--- src/rtl/mem_arbiter_pkg.sv ---
// Shared types and constants for the two-master memory arbiter.
// Line geometry defaults match the cmu that drives each master port.
package mem_arbiter_pkg;

  typedef enum logic [1:0] {
    S_IDLE = 2'd0,
    S_GNT0 = 2'd1,
    S_GNT1 = 2'd2
  } state_t;

  localparam logic M0 = 1'b0;
  localparam logic M1 = 1'b1;

  localparam int CMU_LINE_WORDS       = 4;
  localparam int CMU_LINE_WORDS_WIDTH = 2;

endpackage

--- src/rtl/mem_arbiter_rr.sv ---
// arb_rr2: two-requester round-robin picker.
// On a tie the master that was not served last wins.
module arb_rr2
  import mem_arbiter_pkg::*;
(
  input  logic req0,
  input  logic req1,
  input  logic last,
  output logic winner
);

  // pick the winner; a lone requester always wins
  always_comb begin
    winner = M0;
    unique case (1'b1)
      req0 && req1:  winner = (last == M0) ? M1 : M0;
      !req0 && req1: winner = M1;
      default:       winner = M0;
    endcase
  end

endmodule

--- src/rtl/mem_arbiter.sv ---
// mem_arbiter: shares one memory port between the I-side and D-side cmu.
// Optional watchdog release enabled by defining ARB_TIMEOUT_EN.
module mem_arbiter
  import mem_arbiter_pkg::*;
#(
  parameter int LINE_WORDS       = CMU_LINE_WORDS,
  parameter int LINE_WORDS_WIDTH = CMU_LINE_WORDS_WIDTH,
  parameter int TIMEOUT_CYCLES   = 255
) (
  input  logic        clk,
  input  logic        rst,
  input  logic        m0_cs_i,
  input  logic        m0_we_i,
  input  logic [31:0] m0_addr_i,
  input  logic [31:0] m0_data_i,
  output logic [31:0] m0_data_o,
  output logic        m0_ack_o,
  input  logic        m1_cs_i,
  input  logic        m1_we_i,
  input  logic [31:0] m1_addr_i,
  input  logic [31:0] m1_data_i,
  output logic [31:0] m1_data_o,
  output logic        m1_ack_o,
  output logic        mem_cs_o,
  output logic        mem_we_o,
  output logic [31:0] mem_addr_o,
  output logic [31:0] mem_data_o,
  input  logic [31:0] mem_data_i,
  input  logic        mem_ack_i,
  output logic [1:0]  grant_o,
  output logic        timeout_o
);

  state_t state;
  logic [LINE_WORDS_WIDTH-1:0] beat_cnt;
  logic last;
  logic win;
  logic own0, own1;
  logic own_cs;
  logic beat_last;
  logic rel;
  logic tmo_fire;

  arb_rr2 u_rr (
    .req0   (m0_cs_i),
    .req1   (m1_cs_i),
    .last   (last),
    .winner (win)
  );

  assign own0    = (state == S_GNT0);
  assign own1    = (state == S_GNT1);
  assign grant_o = {own1, own0};

  assign m0_data_o = mem_data_i;
  assign m1_data_o = mem_data_i;
  assign m0_ack_o  = own0 & (mem_ack_i | tmo_fire);
  assign m1_ack_o  = own1 & (mem_ack_i | tmo_fire);

  assign own_cs    = own1 ? m1_cs_i : m0_cs_i;
  assign beat_last = mem_ack_i &&
    (beat_cnt == LINE_WORDS_WIDTH'(LINE_WORDS - 1));
  assign rel = (own0 | own1) &&
    (!own_cs || beat_last || tmo_fire);

  // route the owner's request onto the memory port
  always_comb begin
    mem_cs_o   = 1'b0;
    mem_we_o   = 1'b0;
    mem_addr_o = '0;
    mem_data_o = '0;
    unique case (1'b1)
      own0: begin
        mem_cs_o   = m0_cs_i;
        mem_we_o   = m0_we_i;
        mem_addr_o = m0_addr_i;
        mem_data_o = m0_data_i;
      end
      own1: begin
        mem_cs_o   = m1_cs_i;
        mem_we_o   = m1_we_i;
        mem_addr_o = m1_addr_i;
        mem_data_o = m1_data_i;
      end
      default: ;
    endcase
  end

  // grant FSM: hold owner for a full line, idle one cycle per release
  always_ff @(posedge clk or negedge rst) begin
    if (!rst) begin
      state    <= S_IDLE;
      beat_cnt <= '0;
      last     <= M1;
    end else begin
      unique case (state)
        S_IDLE: begin
          if (m0_cs_i || m1_cs_i)
            state <= (win == M1) ? S_GNT1 : S_GNT0;
        end
        default: begin
          if (rel) begin
            state    <= S_IDLE;
            last     <= own1 ? M1 : M0;
            beat_cnt <= '0;
          end else if (mem_ack_i) begin
            beat_cnt <= beat_cnt + 1'b1;
          end
        end
      endcase
    end
  end

`ifdef ARB_TIMEOUT_EN
  localparam int TMO_W = $clog2(TIMEOUT_CYCLES + 1);

  logic [TMO_W-1:0] tmo_cnt;
  logic tmo_flag;
  logic stall;

  assign stall = (own0 | own1) && mem_cs_o && !mem_ack_i;
  assign tmo_fire = stall &&
    (tmo_cnt == TMO_W'(TIMEOUT_CYCLES - 1));
  assign timeout_o = tmo_flag;

  // count consecutive unacked cycles; fire forces a release
  always_ff @(posedge clk or negedge rst) begin
    if (!rst) begin
      tmo_cnt  <= '0;
      tmo_flag <= 1'b0;
    end else begin
      if (tmo_fire)
        tmo_flag <= 1'b1;
      if (!stall || tmo_fire)
        tmo_cnt <= '0;
      else
        tmo_cnt <= tmo_cnt + 1'b1;
    end
  end
`else
  logic tmo_unused;

  assign tmo_unused = (TIMEOUT_CYCLES != 0);
  assign tmo_fire   = 1'b0;
  assign timeout_o  = 1'b0;
`endif

endmodule

--- config.mk ---
export PLATFORM = sky130hd
export DESIGN_NAME = mem_arbiter
export DESIGN_NICKNAME = d
export VERILOG_FILES = /design/src/rtl/mem_arbiter_pkg.sv /design/src/rtl/mem_arbiter_rr.sv /design/src/rtl/mem_arbiter.sv
export SDC_FILE = /design/constraint.sdc
export NUM_CORES = 1
export LEC_CHECK = 0
export CAP_MARGIN = 20
export CORE_AREA = 2 2 119 121
export DETAILED_ROUTE_END_ITERATION = 7
export DIE_AREA = 0 0 121 123
export PLACE_DENSITY_LB_ADDON = 0.05
export SLEW_MARGIN = 15
export SYNTH_ARGS = -nofsm -noshare
export SYNTH_HDL_FRONTEND = slang
export SYNTH_SLANG_ARGS = --single-unit
--- constraint.sdc ---
create_clock -name clk -period 2.6 [get_ports clk]
set_input_delay 0.39 -clock clk [delete_from_list [all_inputs] [get_ports clk]]
set_output_delay 0.39 -clock clk [all_outputs]
set_load 0.005 [all_outputs]
==> flow_metrics.tcl <==
set metrics [dict create \
    outcome "completed" \
    drive_gt1_share_pct 3.66 \
    synth_top_family_by_area "buffers and inverters" \
    site_rows 43 \
    cts_made_buffers 3 \
    worst_hold_slack_ns 0.394 \
    muxShareOfSynthArea_pct 1.94 \
    grt.met2_usage_pct 19.3 \
    net-switching-power_uw 1330 \
    core-area_um2 13600 \
    grt_overall_usage_pct 10.2 \
    max-cap-violations 0 \
    share_comb_of_total_power_pct 88.6 \
    rsz0062_at_grt "no" \
    average_vias_per_placed_instance 3.99 \
    register_area_um2 126 \
    postCtsResizedCells 0 \
    synth-edff-count 0 \
    clkPwrFrac_pct 7.1 \
    post_synth_xor_area_fraction_pct 0 \
    detail-route-antenna-nets 0 \
    final.fill_count 1470 \
    finalNetCount 556 \
    synthesis.area_um2 1870 \
    ys_seq_elements 5 \
    cts_tree "built" \
    clk_latency_ns 0.22 \
    synth_largest_type_area_fraction_pct 26.9 \
    io_buffer_count 204 \
    design.portCount 302 \
    cts.sinks 5 \
    criticalPathCategory "reg -> out" \
    wl_per_cell_um 15.0 \
    static-leakage-power_uw 0.00125 \
    timing.fmax_mhz 418 \
    clockRootBuffer "clkbuf_16" \
    grt_antenna_before_repair 0 \
    first_global_vias 2337 \
    dr_total_vias 2246 \
    die_h_um 123 \
    ys.flop_type "dfrtp_1" \
    top_post_synthesis_cells_by_count "67 x buf_4, 67 x nor2b_1, 66 x a22oi_1" \
    level_count_of_the_clock_h_tree 1 \
    cellInternalPower_uw 2150 \
    dieWidth_um 121 \
    synthDominantAreaCellType "buf_4" \
    finalCritPeriodShare_pct 92.0 \
    initial_utilization_pct 13.7 \
    synth_cells 258 \
    setup.worst_path.start_class "flop" \
    cellPowerDensity_nw_per_um2 931 \
    detailed_routing_iteration_count_for_the_pre_antenna_repair_pass 4 \
    finalSetupTns_ns 0 \
    async_flop_share_pct 100 \
    syn_to_final_growth_pct 100 \
    synth.yosys.seq_area_share_pct 6.76 \
    multi_input_comb_area_um2 1130 \
    cts_max_path_buffers 2 \
    die_area_um2 14900 \
    gpl_congestion 0.643 \
    place_hpwl_um 6540 \
    holdBufCountCts 0 \
    worst_ir_drop_vdd_mv 0.529 \
    holdCritPathClass "in -> async" \
    postPlaceCellArea_um2 3660 \
    pwr-share-seq_pct 4.2 \
    fraction_of_the_mapped_netlist_area_in_simple_logic_gates_pct 25.0 \
    gr-max-usage-layer "met2" \
    post_synth_fa_ha_maj_area_fraction_pct 3.35 \
    post_cts_buffers 0 \
    grt_first_pass_wirelength_um 12300 \
    timing_hold_violations_final 0 \
    grt_overflow 0 \
    slew_viols_final 0 \
    netlist_top_cells_area "buf_4 27%, a22oi_1 27%, nor2b_1 22%" \
    crit_fanout 36 \
    wirelength_um 8420 \
    cp-end-kind "primary output" \
    synth_nets 430 \
    cp_data_required_time_ns 2.21 \
    synth-compound-area-share_pct 30.0 \
    yosys.cell_types.count 24 \
    synthesis.yosys.warnings 0 \
    grt_util_met1_pct 11.0 \
    insertedDiodeCount 0 \
    initialDrtViolationCount 69 \
    netSwitchingFraction_pct 38.2 \
    grtUsageMet3_pct 3.14 \
    route.detailed.drc 0 \
    period_needed_ns 2.39 \
    fin_worst_skew_ns 0.00114 \
    worstPathArrival_ns 2.00 \
    avgSynthCellArea_um2 7.25 \
    clkSlewWorstSetupHoldPaths_ns 0.03 \
    setup-violations-final 0 \
    finalInstanceArea_um2 3740 \
    maximum_number_of_pins_on_one_net_before_global_route_repair 39 \
]
[flip-flops by register name (all words and copies together), names as in the netlist]
register and cells:
last 1, state 2, beat_cnt 2
[cells in the final DEF, fill, tap and decap left out]
cell,count
mux2_1,1
a21oi_4,1
nand2_1,5
ha_2,2
dfrtp_1,4
a21boi_0,1
nand3_1,2
nor2b_1,67
a211oi_1,1
clkdlybuf4s50_1,204
ha_1,3
conb_1,1
clkbuf_1,1
a21oi_1,2
and2_1,2
buf_12,6
inv_1,4
a31oi_1,1
clkbuf_16,3
nand2b_1,1
mux2i_1,1
mux2_4,1
dfstp_2,1
a22oi_1,66
a311oi_1,1
o311ai_1,1
[power groups by stage]
stage	clock, uW	combinational (uW)	sequential (uW)
after floorplan	0	1570	144
after global placement	0	3190	150
after detailed placement	0	3160	149
after CTS	253	3170	149
after global routing	258	3410	155
final	248	3090	148
[metrics by stage]
step,utilization [%],instances,total power (uW),worst slack (ns)
3_5_place_dp,26.9,559,3310,0.417
2_1_floorplan,-,258,1710,0.835
5_1_grt,27.5,563,3820,0.0484
6_report,27.5,563,3480,0.208
4_1_cts,27.5,563,3580,0.173
3_3_place_gp,26.9,559,3340,0.383
[per-layer routing]
layer,up-vias,share of wire [%]
li1,1086,-
met1,1020,36
met2,114,51
met3,26,10
met4,0,2.8
met5,-,0
[kinds of logic (layout without fill, tap and decap cells)]
family / after synthesis / after routing
compound gates: 74 / 74
fa+ha+maj: 5 / 5
buf+inv: 93 / 218
flops: 5 / 5
mux: 3 / 3
other cells: 1 / 1
simple gates: 77 / 77
[layout make-up]
class,instances,share of cell area [%]
clock buffers,4,2.11
inverters,4,0.401
multi-input cells,160,30.3
flip-flops and latches,5,3.38
well taps,180,6.02
repair buffers,210,57.8
[worst paths after layout]
path	start	end	slack [ns]	cells past startpoint
max	state[0]	mem_addr_o[15]	0.21	6
min	rst	state[0]	0.39	1
max reg2reg	state[0]	last	0.70	6
min reg2reg	beat_cnt[0]	beat_cnt[0]	0.49	1
max in group asynchronous	rst	last	1.95	1
min in group clk	beat_cnt[0]	beat_cnt[0]	0.49	1
[worst max-delay path: stages, from the launching register on]
cell and delay (ns):
dfrtp_1 0.39, inv_1 0.12, ha_2 0.25, buf_12 0.22
a22oi_1 0.14, nor2b_1 0.14, clkdlybuf4s50_1 0.51
(Power assumes the default switching activity.)
